`config.mk`:
```
export PLATFORM = sky130hd
export DESIGN_NAME = fc_rd_arb
export DESIGN_NICKNAME = d
export VERILOG_FILES = /design/src/rtl/fc_pkg.sv /design/src/rtl/fc_rd_arb_rr_pick.sv /design/src/rtl/fc_rd_arb.sv
export SDC_FILE = /design/constraint.sdc
export NUM_CORES = 1
export LEC_CHECK = 0
export ABC_CLOCK_PERIOD_IN_PS = 5700
export CAP_MARGIN = 5
export CORE_UTILIZATION = 47
export CTS_CLUSTER_SIZE = 28
export DETAILED_ROUTE_END_ITERATION = 12
export PLACE_DENSITY = 0.85
export SLEW_MARGIN = 10
export SYNTH_ARGS = -nofsm -noshare
export SYNTH_HDL_FRONTEND = slang
export SYNTH_SLANG_ARGS = --single-unit
```
`constraint.sdc`:
```
create_clock -name clk -period 5.7 [get_ports clk]
set_input_delay 1.425 -clock clk [delete_from_list [all_inputs] [get_ports clk]]
set_output_delay 1.425 -clock clk [all_outputs]
set_load 0.01 [all_outputs]
```
`src/rtl/fc_pkg.sv`:
```
// Shared definitions for the FC layer memory arbiters: requester ids,
// default bus widths and the arbiter state type.
package fc_pkg;

  localparam int REQ_DATA   = 0;
  localparam int REQ_WEIGHT = 1;
  localparam int REQ_BIAS   = 2;

  localparam int FC_N_REQ  = 3;
  localparam int FC_ADDR_W = 28;
  localparam int FC_DATA_W = 32;
  localparam int FC_LEN_W  = 8;

  typedef enum logic [1:0] {
    ST_IDLE  = 2'd0,
    ST_ISSUE = 2'd1,
    ST_DRAIN = 2'd2
  } arb_state_t;

endpackage

```
`src/rtl/fc_rd_arb_rr_pick.sv`:
```
// Combinational round-robin picker: returns the first set req bit found
// searching upward from rr_ptr, wrapping modulo N_REQ, as a one-hot vector.
module rr_pick #(
  parameter int N_REQ = 3,
  parameter int PTR_W = 2
) (
  input  logic [N_REQ-1:0] req,
  input  logic [PTR_W-1:0] rr_ptr,
  output logic [N_REQ-1:0] pick
);

  logic found;

  // NOTE: every output of a combinational block gets a default before any
  // conditional assignment, otherwise synthesis infers a latch.
  always_comb begin
    pick  = '0;
    found = 1'b0;
    for (int off = 0; off < N_REQ; off++) begin
      for (int i = 0; i < N_REQ; i++) begin
        if (!found && req[i] && ((int'(rr_ptr) + off) % N_REQ) == i) begin
          pick[i] = 1'b1;
          found   = 1'b1;
        end
      end
    end
  end

endmodule

```
`src/rtl/fc_rd_arb.sv`:
```
// Round-robin arbiter sharing the SRAM read port between the FC data, weight
// and bias fetchers; one burst in flight, in-order return routed to the owner.
module fc_rd_arb
  import fc_pkg::*;
#(
  parameter int N_REQ  = FC_N_REQ,
  parameter int ADDR_W = FC_ADDR_W,
  parameter int DATA_W = FC_DATA_W,
  parameter int LEN_W  = FC_LEN_W
) (
  input  logic                      clk,
  input  logic                      rst_n,
  input  logic [N_REQ-1:0]          req,
  input  logic [N_REQ*ADDR_W-1:0]   req_addr,
  input  logic [N_REQ*LEN_W-1:0]    req_len,
  output logic [N_REQ-1:0]          gnt,
  output logic [N_REQ-1:0]          rvalid,
  output logic [DATA_W-1:0]         rdata,
  output logic [N_REQ-1:0]          done,
  output logic                      mem_rd_en,
  output logic [ADDR_W-1:0]         mem_addr,
  input  logic                      mem_rd_ready,
  input  logic                      mem_rvalid,
  input  logic [DATA_W-1:0]         mem_rdata,
  output logic                      stray_err
);

  localparam int PTR_W = (N_REQ > 1) ? $clog2(N_REQ) : 1;
  localparam int CNT_W = LEN_W + 1;

  arb_state_t        state;
  logic [PTR_W-1:0]  rr_ptr;
  logic [PTR_W-1:0]  owner;
  logic [PTR_W-1:0]  next_ptr;
  logic [PTR_W-1:0]  pick_idx;
  logic [N_REQ-1:0]  pick;
  logic [ADDR_W-1:0] base;
  logic [ADDR_W-1:0] pick_addr;
  logic [LEN_W-1:0]  len;
  logic [LEN_W-1:0]  pick_len;
  logic [CNT_W-1:0]  iss_cnt;
  logic [CNT_W-1:0]  ret_cnt;
  logic              issue_acc;
  logic              last_iss;
  logic              last_ret;

  rr_pick #(
    .N_REQ (N_REQ),
    .PTR_W (PTR_W)
  ) u_rr_pick (
    .req    (req),
    .rr_ptr (rr_ptr),
    .pick   (pick)
  );

  // Select the winner's start address and length from the packed buses.
  always_comb begin
    pick_idx  = '0;
    pick_addr = '0;
    pick_len  = '0;
    for (int i = 0; i < N_REQ; i++) begin
      if (pick[i]) begin
        pick_idx  = PTR_W'(i);
        pick_addr = req_addr[i*ADDR_W +: ADDR_W];
        pick_len  = req_len[i*LEN_W +: LEN_W];
      end
    end
  end

  assign next_ptr  = (owner == PTR_W'(N_REQ - 1)) ? '0 : owner + 1'b1;
  assign mem_rd_en = (state == ST_ISSUE);
  // Address wraps at the top of memory through the natural ADDR_W truncation.
  assign mem_addr  = mem_rd_en ? base + ADDR_W'(iss_cnt) : '0;
  assign issue_acc = mem_rd_en && mem_rd_ready;
  assign last_iss  = (iss_cnt == {1'b0, len});
  assign last_ret  = mem_rvalid && (ret_cnt == {1'b0, len});

  // NOTE: all sequential state uses non-blocking assignments so every register
  // samples pre-edge values regardless of statement order.
  always_ff @(posedge clk or negedge rst_n) begin
    if (!rst_n) begin
      state     <= ST_IDLE;
      rr_ptr    <= PTR_W'(REQ_DATA);
      owner     <= '0;
      gnt       <= '0;
      base      <= '0;
      len       <= '0;
      iss_cnt   <= '0;
      ret_cnt   <= '0;
      rvalid    <= '0;
      rdata     <= '0;
      done      <= '0;
      stray_err <= 1'b0;
    end else begin
      rvalid <= '0;
      done   <= '0;
      case (state)
        ST_IDLE: begin
          if (mem_rvalid) stray_err <= 1'b1;
          if (|req) begin
            gnt     <= pick;
            owner   <= pick_idx;
            base    <= pick_addr;
            len     <= pick_len;
            iss_cnt <= '0;
            ret_cnt <= '0;
            state   <= ST_ISSUE;
          end
        end
        ST_ISSUE, ST_DRAIN: begin
          if (issue_acc) iss_cnt <= iss_cnt + 1'b1;
          if (mem_rvalid) begin
            rvalid  <= gnt;
            rdata   <= mem_rdata;
            ret_cnt <= ret_cnt + 1'b1;
          end
          // The final return beat ends the burst even if it coincides with
          // the final address accept, so DRAIN is skipped in that case.
          if (last_ret) begin
            done   <= gnt;
            gnt    <= '0;
            rr_ptr <= next_ptr;
            state  <= ST_IDLE;
          end else if (issue_acc && last_iss) begin
            state <= ST_DRAIN;
          end
        end
        default: begin
          gnt   <= '0;
          state <= ST_IDLE;
        end
      endcase
    end
  end

  a_gnt_onehot : assert property (@(posedge clk) disable iff (!rst_n) $onehot0(gnt));

endmodule

```
==> metrics.txt <==
post-cts hold buffer count=0; leakage power of the design=3.39 nW; first-pass GRT wire length=26000 µm; area of the mapped netlist=0.00553 mm²; fraction of the cycle the final worst path needs=81.8%; power per unit of standard cell area=456 mW/mm²; final non-filler cell area=0.00812 mm²; Arrival @ worst endpoint=3240 ps; buffer cell driving the clock tree root=sky130_fd_sc_hd__clkbuf_16; top fanout value on the critical path=11; data required time at the worst endpoint=4280 ps; P_int=2.24 mW; area of the core region=0.0114 mm²; post-layout minimum cycle time=4660 ps; horizontal die dimension=110 µm; layout-stage area growth over the synthesis result=46.8%; routability congestion estimate=0.961; Initial Utilization=48.4%; number of different library cells in the post-synthesis netlist=49; number of standard-cell rows in the floorplan=39; sequential area share after synthesis=46.2%; H-tree depth=3; post-CTS resize count=0; global routing usage on met1=30.7%; register-to-register setup slack=3080 ps; actual slew at the worst max-slew pin=967 ps; maximum number of pins on one net before global-route repair=78; ratio of cells with drive above 1 in the final layout=8.47%; total inserted antenna cells=0; routed len/inst=17.5 µm; run status=complete, no violations; number of instances in the synthesized netlist=558; Setup Fix Bufs, Post-CTS=0; I/O Pins=218; Synth Flop Type=sky130_fd_sc_hd__dfrtp_1; latest clock arrival within the worst-skew pair=350 ps; TritonCTS clock tree=done; Critical Path End Type=output port; cell area after placement=0.00781 mm²; largest voltage drop on the vdd net=0.356 mV; residual antenna-violating net count after detailed routing=0; number of antenna violations at the first check in global routing=0; number of warnings printed during yosys synthesis=0; switching component of the power=1.47 mW; Avg Inst Size Synth=9.91 µm²; number of clock buffers inserted by TritonCTS=9; relative contribution of sequential cells to total power=33.5%; highest clock rate=214 MHz; DP Worst Slack=1470 ps; number of buffers on the longest clock path=2; Port Buffers=217; worst r2r path cells=9; number of hold-slack violations in the final timing report=0; crit start category=flip-flop; Async SR Flop Fraction=100%; final setup vio count=0; GRT busiest layer=met2; endpoint of the most critical register-to-register path=base[22]; class of the worst hold path=reg2reg; setup repair after global routing missed its margin=false; sum of net half-perimeters after detailed placement=12400 µm; relative slew slack=35.3%; clk_skew=8.64 ps; launch point of the critical path=iss_cnt[1]; GRT Total Usage=26.5%; Hold Slack=462 ps; met2 usage=48.9%; layout net count=925; via total after detailed routing=5212; accumulated negative setup slack=0 ps; clk sink count=102; most common cell after layout, fill and taps aside=sky130_fd_sc_hd__clkdlybuf4s50_1; min setup slack post-route=1040 ps; number of optimization iterations in the first detailed-route pass=9; remaining routing DRC violations=0; Die Ht=110 µm; count of maximum capacitance violations=0; crit path kind=reg2out; full die area=0.0122 mm²; total gr overflow=0; Critical Path End=mem_addr[27]; flip-flop and latch count after synthesis=102; share of power burned in combinational logic=49.7%; drt initial violations=494; count of final max-slew check failures=0; met3 track demand over resource=5.76%; vias in the first global route=5313; leading cell types in the layout, fill and taps excluded=216 x sky130_fd_sc_hd__clkdlybuf4s50_1, 102 x sky130_fd_sc_hd__dfrtp_1, 64 x sky130_fd_sc_hd__nand2_1, 47 x sky130_fd_sc_hd__nor2_1; final wirelength=16000 µm; fraction of power spent switching nets=39.6%; count of flip-flops with a built-in enable after synthesis=0; critical register-to-register path startpoint=rr_ptr[0]; net count after synthesis=721; clock transition time at the flip-flop clock pins of the worst setup and hold paths=80 ps; number of vias per cell=5.73; fraction of power consumed by the clock network=16.8%
[per-layer routing]
metal  part of all wire (%)  routed length (µm)
met1                     37                5970
met2                     54                8640
met3                    6.8                1090
met4                    1.7                 264
met5                      0                   0
[worst max-delay path, cell delays in order (launching register included)]
cell	delay (ps)
sky130_fd_sc_hd__dfrtp_1	480
sky130_fd_sc_hd__ha_1	310
sky130_fd_sc_hd__a21o_1	150
sky130_fd_sc_hd__a21oi_1	320
sky130_fd_sc_hd__nor3_2	130
sky130_fd_sc_hd__o21ai_1	540
sky130_fd_sc_hd__o21ai_0	220
sky130_fd_sc_hd__a21oi_1	170
sky130_fd_sc_hd__clkdlybuf4s50_1	570
[how the worst min path moves through the flow]
stage | from | to | depth (start not counted)
after global placement | stray_err | stray_err | 1
after floorplan | base[0] | base[0] | 2
after CTS | stray_err | stray_err | 1
after global routing | stray_err | stray_err | 1
after detailed placement | stray_err | stray_err | 1
final | stray_err | stray_err | 1
[power by group through the flow]
stage / registers (mW) / clock network, mW / logic [mW]
after floorplan: 1.24 / 0 / 1.00
after global routing: 1.27 / 0.666 / 2.00
after detailed placement: 1.25 / 0 / 1.84
after CTS: 1.24 / 0.634 / 1.85
final: 1.24 / 0.621 / 1.84
after global placement: 1.23 / 0 / 1.77
[Yosys cell counts (12+ instances only)]
library cell / instances / area, µm²
sky130_fd_sc_hd__nor2_1: 47 / 176
sky130_fd_sc_hd__nand2_1: 64 / 240
sky130_fd_sc_hd__a222oi_1: 36 / 360
sky130_fd_sc_hd__nand3_1: 12 / 60.1
sky130_fd_sc_hd__a21oi_1: 17 / 85.1
sky130_fd_sc_hd__o21ai_0: 27 / 135
sky130_fd_sc_hd__clkbuf_1: 18 / 67.6
sky130_fd_sc_hd__dfrtp_1: 102 / 2550
sky130_fd_sc_hd__o21ai_1: 35 / 175
sky130_fd_sc_hd__xor2_1: 36 / 315
sky130_fd_sc_hd__mux2_2: 32 / 360
sky130_fd_sc_hd__ha_1: 15 / 188
[area by class of cell]
| class | count | area, µm² |
|---|---|---|
| Fill cell | 866 | 3300 |
| Multi-Input combinational cell | 415 | 2820 |
| Sequential cell | 102 | 2550 |
| Timing Repair Buffer | 223 | 2210 |
| Clock buffer | 9 | 225 |
| Tap cell | 143 | 179 |
| Clock inverter | 7 | 83.8 |
| Inverter | 11 | 41.3 |
[state kept, by name (all words and copies together), names as in the netlist]
name,flops
base,28
done,3
gnt,3
iss_cnt,9
len,8
owner,2
rdata,32
ret_cnt,9
rr_ptr,2
rvalid,3
state,2
stray_err,1
[cells by family (layout without fill, tap and decap cells)]
kind of cell,after synthesis,after routing,share of synthesized area (%)
buffers and inverters,41,250,2.92
xor gates and xnor gates,45,45,7.13
DFF,102,102,46.2
and+or+nand+nor,179,179,15.7
muxes,34,34,6.90
AOI/OAI and AO/OA,141,141,17.4
adders and majority gates,16,16,3.76
[stage by stage]
step / total power, mW / util [%] / instances
2_1_floorplan: 2.24 / - / 558
3_3_place_gp: 3.00 / 68.4 / 894
3_5_place_dp: 3.09 / 68.4 / 894
4_1_cts: 3.72 / 71.1 / 910
5_1_grt: 3.94 / 71.1 / 910
6_report: 3.70 / 71.1 / 910
No activity file was read; power rests on OpenSTA's default activity.
